==> config.mk <==
export PLATFORM = sky130hd
export DESIGN_NAME = cr_kme_ckv_responder
export DESIGN_NICKNAME = d
export VERILOG_FILES = /design/src/rtl/cr_kme_ckv_responder.sv
export SDC_FILE = /design/constraint.sdc
export NUM_CORES = 1
export LEC_CHECK = 0
export CAP_MARGIN = 20
export CORE_AREA = 5 5 158 160
export CTS_CLUSTER_SIZE = 16
export DETAILED_ROUTE_END_ITERATION = 10
export DIE_AREA = 0 0 163 165
export PLACE_DENSITY = 0.87
export SKIP_LAST_GASP = 1
export SLEW_MARGIN = 20
export SYNTH_ARGS = -nofsm -noshare
export SYNTH_HDL_FRONTEND = slang
export SYNTH_SLANG_ARGS = --single-unit
==> constraint.sdc <==
create_clock -name clk -period 4.3 [get_ports clk]
set_input_delay 1.29 -clock clk [delete_from_list [all_inputs] [get_ports clk]]
set_output_delay 1.29 -clock clk [all_outputs]
set_load 0.1 [all_outputs]
==> src/rtl/cr_kme_ckv_responder.sv <==
// CKV SRAM responder: pipeline reads own the SRAM with fixed latency 2, a single
// outstanding host access fills idle slots, and pipeline MBEs are counted and captured.
module cr_kme_ckv_responder #(
  parameter int CKV_AW       = 15,
  parameter int CKV_DW       = 64,
  parameter int STARVE_LIMIT = 1024
) (
  input  logic              clk,
  input  logic              rst,
  input  logic              ckv_rd,
  input  logic [CKV_AW-1:0] ckv_addr,
  output logic [CKV_DW-1:0] ckv_dout,
  output logic              ckv_mbe,
  input  logic              host_req,
  input  logic              host_wr,
  input  logic [CKV_AW-1:0] host_addr,
  input  logic [CKV_DW-1:0] host_wdata,
  output logic              host_busy,
  output logic              host_ack,
  output logic [CKV_DW-1:0] host_rdata,
  output logic              host_mbe,
  output logic              sram_cs,
  output logic              sram_we,
  output logic [CKV_AW-1:0] sram_addr,
  output logic [CKV_DW-1:0] sram_wdata,
  input  logic [CKV_DW-1:0] sram_rdata,
  input  logic              sram_mbe,
  input  logic              mbe_clr,
  output logic              stat_ckv_mbe,
  output logic [15:0]       mbe_count,
  output logic [CKV_AW-1:0] mbe_addr,
  output logic              mbe_addr_valid,
  output logic              host_starved
);

  localparam int WCW = $clog2(STARVE_LIMIT + 1);
  localparam logic [WCW-1:0] WAIT_MAX = WCW'(STARVE_LIMIT);
  localparam logic [15:0] CNT_MAX = 16'hFFFF;

  typedef enum logic [1:0] {IDLE, PEND, WAIT, DONE} host_state_t;

  host_state_t       state;
  logic              lat_wr;
  logic [CKV_AW-1:0] lat_addr;
  logic [CKV_DW-1:0] lat_wdata;
  logic [WCW-1:0]    wait_cnt;
  logic              rd_d1;
  logic [CKV_AW-1:0] addr_d1;
  logic              host_issue;
  logic              new_mbe;

  // The host only gets the SRAM in a slot the pipeline leaves empty; a transaction
  // caught by reset must not touch the SRAM.
  assign host_issue = (state == PEND) && !ckv_rd && !rst;
  assign sram_cs    = ckv_rd || host_issue;
  assign sram_we    = host_issue && lat_wr;
  assign sram_addr  = ckv_rd ? ckv_addr : lat_addr;
  assign sram_wdata = lat_wdata;
  assign new_mbe    = rd_d1 && sram_mbe;

  always_ff @(posedge clk) begin
    if (rst) begin
      rd_d1          <= 1'b0;
      addr_d1        <= '0;
      ckv_dout       <= '0;
      ckv_mbe        <= 1'b0;
      stat_ckv_mbe   <= 1'b0;
      mbe_count      <= '0;
      mbe_addr       <= '0;
      mbe_addr_valid <= 1'b0;
    end else begin
      rd_d1        <= ckv_rd;
      addr_d1      <= ckv_addr;
      stat_ckv_mbe <= new_mbe;
      if (rd_d1) begin
        ckv_dout <= sram_rdata;
        ckv_mbe  <= sram_mbe;
      end
      // A new MBE arriving together with mbe_clr restarts the statistics from it.
      if (new_mbe) begin
        if (mbe_clr)
          mbe_count <= 16'd1;
        else if (mbe_count != CNT_MAX)
          mbe_count <= mbe_count + 16'd1;
        if (mbe_clr || !mbe_addr_valid) begin
          mbe_addr       <= addr_d1;
          mbe_addr_valid <= 1'b1;
        end
      end else if (mbe_clr) begin
        mbe_count      <= '0;
        mbe_addr_valid <= 1'b0;
      end
    end
  end

  always_ff @(posedge clk) begin
    if (rst) begin
      state        <= IDLE;
      lat_wr       <= 1'b0;
      lat_addr     <= '0;
      lat_wdata    <= '0;
      wait_cnt     <= '0;
      host_busy    <= 1'b0;
      host_ack     <= 1'b0;
      host_rdata   <= '0;
      host_mbe     <= 1'b0;
      host_starved <= 1'b0;
    end else begin
      host_ack <= 1'b0;
      if (mbe_clr)
        host_starved <= 1'b0;
      case (state)
        IDLE: begin
          if (host_req) begin
            lat_wr    <= host_wr;
            lat_addr  <= host_addr;
            lat_wdata <= host_wdata;
            host_busy <= 1'b1;
            state     <= PEND;
          end
        end
        PEND: begin
          if (wait_cnt == WAIT_MAX)
            host_starved <= 1'b1;
          if (ckv_rd) begin
            if (wait_cnt != WAIT_MAX)
              wait_cnt <= wait_cnt + 1'b1;
          end else begin
            wait_cnt <= '0;
            state    <= WAIT;
          end
        end
        WAIT: begin
          if (!lat_wr) begin
            host_rdata <= sram_rdata;
            host_mbe   <= sram_mbe;
          end
          host_ack <= 1'b1;
          state    <= DONE;
        end
        DONE: begin
          host_busy <= 1'b0;
          state     <= IDLE;
        end
        default: state <= IDLE;
      endcase
    end
  end

endmodule
==> reports/results.ini, run 1 <==
[run_status]
status = complete, no violations

[clock_network]
cts_root_buf = clkbuf_16
cts_buffer_depth = 3
clock_sinks = 275
cts_tree = built
clk_latency_ps = 530
numCtsBuffers = 28
cts_resized = 0
cts_setup_buffers = 0
clk_pin_slew_ps = 60
htreeDepth = 1
cts_hold_buf = 0

[detailed_routing]
avgViaCountPerCell = 5.04
vias = 9444
m1WireLength_um = 12300
dr.max_layer_used = met5
first_pass_iters = 5
wl_per_cell_um = 17.2
drc = 0
routed-wl-met3_um = 2660
ant_nets = 0
drt-initial-drc-count = 600
drt_wl_total_um = 32200
dr_wl_met2_um = 15500

[die]
die_area_um2 = 26900
die_y_um = 165
die_w_um = 163
rows = 56
core_region_area_um2 = 23300
start_util_pct = 43.0
pin_count = 412

[power]
p_leak_uw = 0.00560
peakVddDrop_mv = 0.414
p_per_area_nw_per_um2 = 611

[place]
dp.cells = 1822
dpl_cell_area_um2 = 14500
hpwl_um = 23600
gp_congestion = 0.847
post-place-ws_ps = 444
port_buffers = 411

[setup_path]
setup.worst_path.start_class = primary input
crit_path_top_delay_cell = clkdlybuf4s50_1
cp_max_fo = 20
cp_top_family = buffers and inverters
crit_chain = clkdlybuf4s50_1 > buf_12 > mux2_2 > buf_12
worst_path_most_repeated_cell = buf_12
reg2reg_depth = 6
worst-path-buf-inv = 3
path_class = in -> out
cp.required_ps = 3010
crit_arrival_ps = 2570
worstSetupPathDepth = 4
cp-end-kind = primary output
critPathMaxStageDelay_ps = 500
rrSetupSlack_ps = 2000

[final_layout]
design_area_um2 = 15400
drive_gt1_share_pct = 6.50
nNetsFinal = 1706
area_growth_pct = 54.2
final_cells = 1874
antenna_cells = 0

[yosys]
synth_area_um2 = 10000
yosysWarnings = 0
seq_area_frac_synth_pct = 55.0
ys_top_cells_by_area = dfxtp_1 55%, nand2_1 13%, a21oi_1 9.0%, mux2i_1 6.4%, nor2_1 2.9%
syn_avg_cell_area_um2 = 8.63
synth_most_common_cell = nand2_1
synth_top_area_cell = dfxtp_1
synthFlopType = dfxtp_1
yosysTopAreaCellShare_pct = 55.0
synth_cell_type_count = 43
postSynthCellCount = 1160
ys_ff_latch = 275
synth.top_cells.by_count = 339 x nand2_1, 275 x dfxtp_1, 179 x a21oi_1, 78 x nor2_1, 64 x mux2i_1
async_flop_share_pct = 0
synthesis.nets = 1333
synth_edf_count = 0

[timing]
slew_headroom_pct = 26.6
setup_ws_ps = 441
setup_tns_ps = 0
rsz0062_at_grt = false
slew_viol_final = 0
finalHoldViolCount = 0
fin_skew_ps = 9.26
tightest_slew_ps = 1100
setup_violations = 0
min_period_ps = 3860
clock.fmax_mhz = 259
period_share_pct = 89.7

[global_route]
grt_util_all_layers_pct = 22.6
overflow = 0
grt_pass1_wl_um = 49000
grt_max_degree = 96
grt_pass1_vias = 9401
antenna_found_initial = 1

[worst_hold_path]
min_path_type = reg -> reg
min_path_cells = 2

[flow_run]
drv_cap = 0

[kinds of logic (layout without fill, tap and decap cells)]
| family | after synthesis | after routing | share of synthesized area (%) |
|---|---|---|---|
| buf+inv | 86 | 481 | 3.36 |
| flops | 275 | 275 | 55.0 |
| mux | 79 | 79 | 8.09 |
| xor+xnor | 5 | 5 | 0.438 |
| compound gates | 207 | 207 | 10.9 |
| fa+ha+maj | 8 | 8 | 1.00 |
| simple gates | 500 | 500 | 21.2 |
[final timing paths]
kind	startpoint	to
worst max-delay path	ckv_rd	sram_addr[10]
worst min register to register	addr_d1[8]$_SDFF_PP0_	mbe_addr[8]$_SDFFE_PP0P_
worst min-delay path	addr_d1[8]$_SDFF_PP0_	mbe_addr[8]$_SDFFE_PP0P_
worst max register to register	state[0]$_SDFFE_PP0P_	host_rdata[29]$_SDFFE_PP0P_
[final cells by class]
cell class / instances / area [um2]
repair buffers: 419 / 4380
flip-flops and latches: 275 / 5510
inverters: 10 / 37.5
well taps: 319 / 399
multi-input cells: 799 / 4190
clock inverters: 10 / 87.6
fillers: 1802 / 7830
clock buffers: 42 / 835
[through the flow]
| step | util (%) | total power, uW | hold WS (ps) |
|---|---|---|---|
| floorplan | - | 5980 | 417 |
| global placement | 62.4 | 7030 | 422 |
| detailed placement | 62.4 | 7090 | 425 |
| CTS | 66.4 | 9510 | 424 |
| global route | 66.4 | 9810 | 458 |
| finish | 66.4 | 9430 | 434 |
[registers in the layout (all words and copies together), names as in the netlist, 2 cells and up]
| register | cells |
|---|---|
| mbe_addr | 15 |
| sram_wdata | 64 |
| addr_d1 | 15 |
| ckv_dout | 64 |
| state | 2 |
| mbe_count | 16 |
| lat_addr | 15 |
| wait_cnt | 11 |
| host_rdata | 64 |
[per-layer routing]
metal / vias to the layer above / track usage [%]
met5: - / 0
li1: 4590 / -
met4: 2 / 11.6
met3: 98 / 6.54
met2: 400 / 38.5
met1: 4354 / 25.7
[worst min-delay path: stages (launching register included)]
cell and delay, ps:
dfxtp_1 300, nand2_1 50, a21oi_1 50
[report_power, final]
part           total (uW)  leakage (uW)  internal, uW  switching (uW)
Clock                2400      0.000452          1400             992
Sequential           3040       0.00224          2870             173
Combinational        3990       0.00290           972            3020
Total                9430       0.00560          5250            4180
[layout by cell type, fill, tap and decap left out, types with 2 or more instances in the layout]
cell type        count
nand3b_1             3
and3_1               3
nor2_1              78
or4_1                6
clkinv_2             5
nand3_1             12
xor2_1               3
buf_12              20
nor4_1               2
nor4b_1              2
nand4_1              5
o21ai_0             11
o41ai_1              2
inv_6                2
mux2_2              15
xnor2_1              2
ha_1                 8
a31oi_1              2
clkbuf_8             7
a21oi_1            179
and2_1               2
mux2i_1             64
clkbuf_1             7
clkbuf_16           29
inv_1               10
clkdlybuf4s50_1    392
nor2b_1             16
dfxtp_1            274
nor3_1               7
or3_1                7
a211o_1              2
buf_4                6
clkinvlp_4           2
o31ai_1              6
nand2b_1             5
a211oi_1             2
nand2_1            338
or2_2                2
(Power assumes the default switching activity.)
==> run 2: changes to the inputs <==
--- a/config.mk
+++ b/config.mk
@@ -6,11 +6,11 @@
 export NUM_CORES = 1
 export LEC_CHECK = 0
 export CAP_MARGIN = 20
-export CORE_AREA = 5 5 158 160
+export CORE_AREA = 5 5 167 169
 export CTS_CLUSTER_SIZE = 16
 export DETAILED_ROUTE_END_ITERATION = 10
-export DIE_AREA = 0 0 163 165
-export PLACE_DENSITY = 0.87
+export DIE_AREA = 0 0 172 174
+export PLACE_DENSITY_LB_ADDON = 0.08
 export SKIP_LAST_GASP = 1
 export SLEW_MARGIN = 20
 export SYNTH_ARGS = -nofsm -noshare
==> constraint.sdc (replaced) <==
create_clock -name clk -period 3.35 [get_ports clk]
set_input_delay 1.005 -clock clk [delete_from_list [all_inputs] [get_ports clk]]
set_output_delay 1.005 -clock clk [all_outputs]
set_load 0.1 [all_outputs]
==> run 2 against run 1 <==
Combinational power up 26%; global-route usage shrank 2.1 points; non-clock buffer count grew 3; clock skew about the same; via count is 2.8% lower; critical endpoint is now sram_addr[13]; clock power up 28%.
==> reports/results.ini, run 2 (synthesized netlist as in run 1, its figures left out) <==
[power]
pwr-share-comb_pct = 41.8  ; -0.5 points
peakVddDrop_mv = 0.468  ; +13%
pwr-share-seq_pct = 32.6  ; +0.3 points
switching_power_uw = 5380  ; +29%
netSwitchingFraction_pct = 44.8  ; +0.48 points
p_int_uw = 6620  ; +26%
p_leak_uw = 0.00606  ; +8.2%
power.clock.fraction_pct = 25.6  ; +0.2 points
p_per_area_nw_per_um2 = 805  ; +32%

[clock_network]
numCtsBuffers = 30  ; +7.1%
clk_latency_ps = 540  ; about the same
clk_pin_slew_ps = 60  ; about the same
clock_sinks = 275  ; unchanged
cts_hold_buf = 0  ; unchanged
cts_setup_buffers = 0  ; unchanged
cts_root_buf = clkbuf_16
cts_tree = built
htreeDepth = 1  ; unchanged
cts_resized = 0  ; unchanged
cts_buffer_depth = 3  ; unchanged

[worst_hold_path]
hp-start = addr_d1[3]$_SDFF_PP0_
min_path_cells = 2  ; unchanged
holdPathEnd = mbe_addr[3]$_SDFFE_PP0P_
min_path_type = reg -> reg

[final_layout]
seq_area_um2 = 5510  ; unchanged
layout_common_cells = 338 x nand2_1, 274 x dfxtp_1, 237 x buf_4
drive_gt1_share_pct = 21.1  ; +15 points
area_growth_pct = 49.1
n_fill_cell = 2465  ; +37%
mostFrequentLayoutCell = nand2_1
nNetsFinal = 1711  ; +0.29%
multi_input_area_um2 = 4190  ; +0.15%

[timing]
setup_tns_ps = 0  ; unchanged
slew_viol_final = 0  ; unchanged
timing.hold.ws_ps = 431  ; -3.29 ps
clock.fmax_mhz = 303
setup_violations = 0  ; unchanged
slew_headroom_pct = 31.6  ; +5.0 points
rsz0062_at_grt = false
tightest_slew_ps = 1030  ; -72.2 ps
finalHoldViolCount = 0  ; unchanged
min_period_ps = 3300
period_share_pct = 98.5
fin_skew_ps = 9.66  ; +0.393 ps

[global_route]
antenna_found_initial = 2  ; +1
grt_pass1_wl_um = 49200  ; +0.30%
grt_max_degree = 97  ; +1.0%
grt_util_all_layers_pct = 20.5  ; -2.1 points
grt_pass1_vias = 8821  ; -6.2%
overflow = 0  ; unchanged

[detailed_routing]
wl_per_cell_um = 17.3  ; +0.80%
drc = 0  ; unchanged
drt-initial-drc-count = 444  ; -26%
drt_wl_total_um = 32900  ; +2.2%
vias = 9181  ; -2.8%
first_pass_iters = 4  ; -1
ant_nets = 0  ; unchanged
avgViaCountPerCell = 4.83  ; -4.1%

[setup_path]
crit_arrival_ps = 2290  ; -280 ps
reg2reg_depth = 5  ; -1
rrSetupSlack_ps = 1120  ; -880 ps
setup.worst_path.start_class = primary input
cp-end-kind = primary output
r2r-start = mbe_count[0]$_SDFFE_PP0P_
path_class = in -> out
cp_max_fo = 20  ; unchanged
cp.required_ps = 2340  ; -670 ps
timing.rr.end = mbe_count[6]$_SDFFE_PP0P_

[die]
die_w_um = 172  ; +5.5%
die_y_um = 174  ; +5.5%
pin_count = 412  ; unchanged
core_region_area_um2 = 26400  ; +14%
start_util_pct = 37.9  ; -5.2 points
die_area_um2 = 29900  ; +11%
rows = 60  ; +7.1%

[run_status]
status = complete, no violations

[place]
port_buffers = 411  ; unchanged
gp_congestion = 0.782  ; -7.7%
hpwl_um = 23600  ; +0.17%

[flow_run]
drv_cap = 0  ; unchanged

-- run 2: changes by cell type in the layout (fill, tap and decap cells not counted), moves of 2 or more --
cell             previous run  this run
clkinvlp_4                  2         0
buf_4                       6       237
clkbuf_16                  29        31
clkbuf_1                    7        11
inv_6                       2         0
clkdlybuf4s50_1           392       163
-- run 2: critical path: stages --
cell             delay (ps)
clkdlybuf4s50_1         510
buf_12                  200
mux2_2                  390
buf_12                  170
-- run 2: final cells by class --
cell class              instances  area share (%)
repair buffers                422            25.8
inverters                      10           0.252
flip-flops and latches        275            36.9
multi-input cells             799            28.1
clock buffers                  47            5.94
clock inverters                 5           0.168
well taps                     341            2.86
diodes                          1          0.0168
-- run 2: stage by stage --
step	total power, uW	instance area, um2	setup slack [ps]	utilization, %	std cells
after global placement	9020	14000	71.6	53.0	1847
after global routing	12500	14900	27.6	56.5	1900
after detailed placement	9050	14000	54.6	53.0	1847
after CTS	12200	14900	51.8	56.5	1899
after floorplan	7680	10000	55.9	-	1160
final	12000	14900	50.8	56.5	1900
-- run 2: worst max path at each step --
| stage | from | cells after the start | end | slack, ps |
|---|---|---|---|---|
| floorplan | ckv_rd | 3 | sram_we | 60 |
| global placement | ckv_rd | 4 | sram_addr[9] | 70 |
| detailed placement | ckv_rd | 4 | sram_addr[13] | 50 |
| CTS | ckv_rd | 4 | sram_addr[13] | 50 |
| global route | ckv_rd | 4 | sram_addr[13] | 30 |
| finish | ckv_rd | 4 | sram_addr[13] | 50 |
-- run 2: metal layers --
metal	GRT usage (%)	wire length, um	vias to the layer above
met1	23.6	12600	4191
met2	35.1	15800	330
met3	7.07	3320	67
li1	-	-	4591
met4	6.94	1110	2
met5	0	20	-
-- run 2: power by group through the flow --
stage	sequential, uW	combinational, uW	clock (uW)
after floorplan	6400	1280	0
after global placement	3970	5050	0
after detailed placement	3980	5060	0
after CTS	3920	5070	3180
after global routing	3970	5250	3300
final	3920	5020	3070
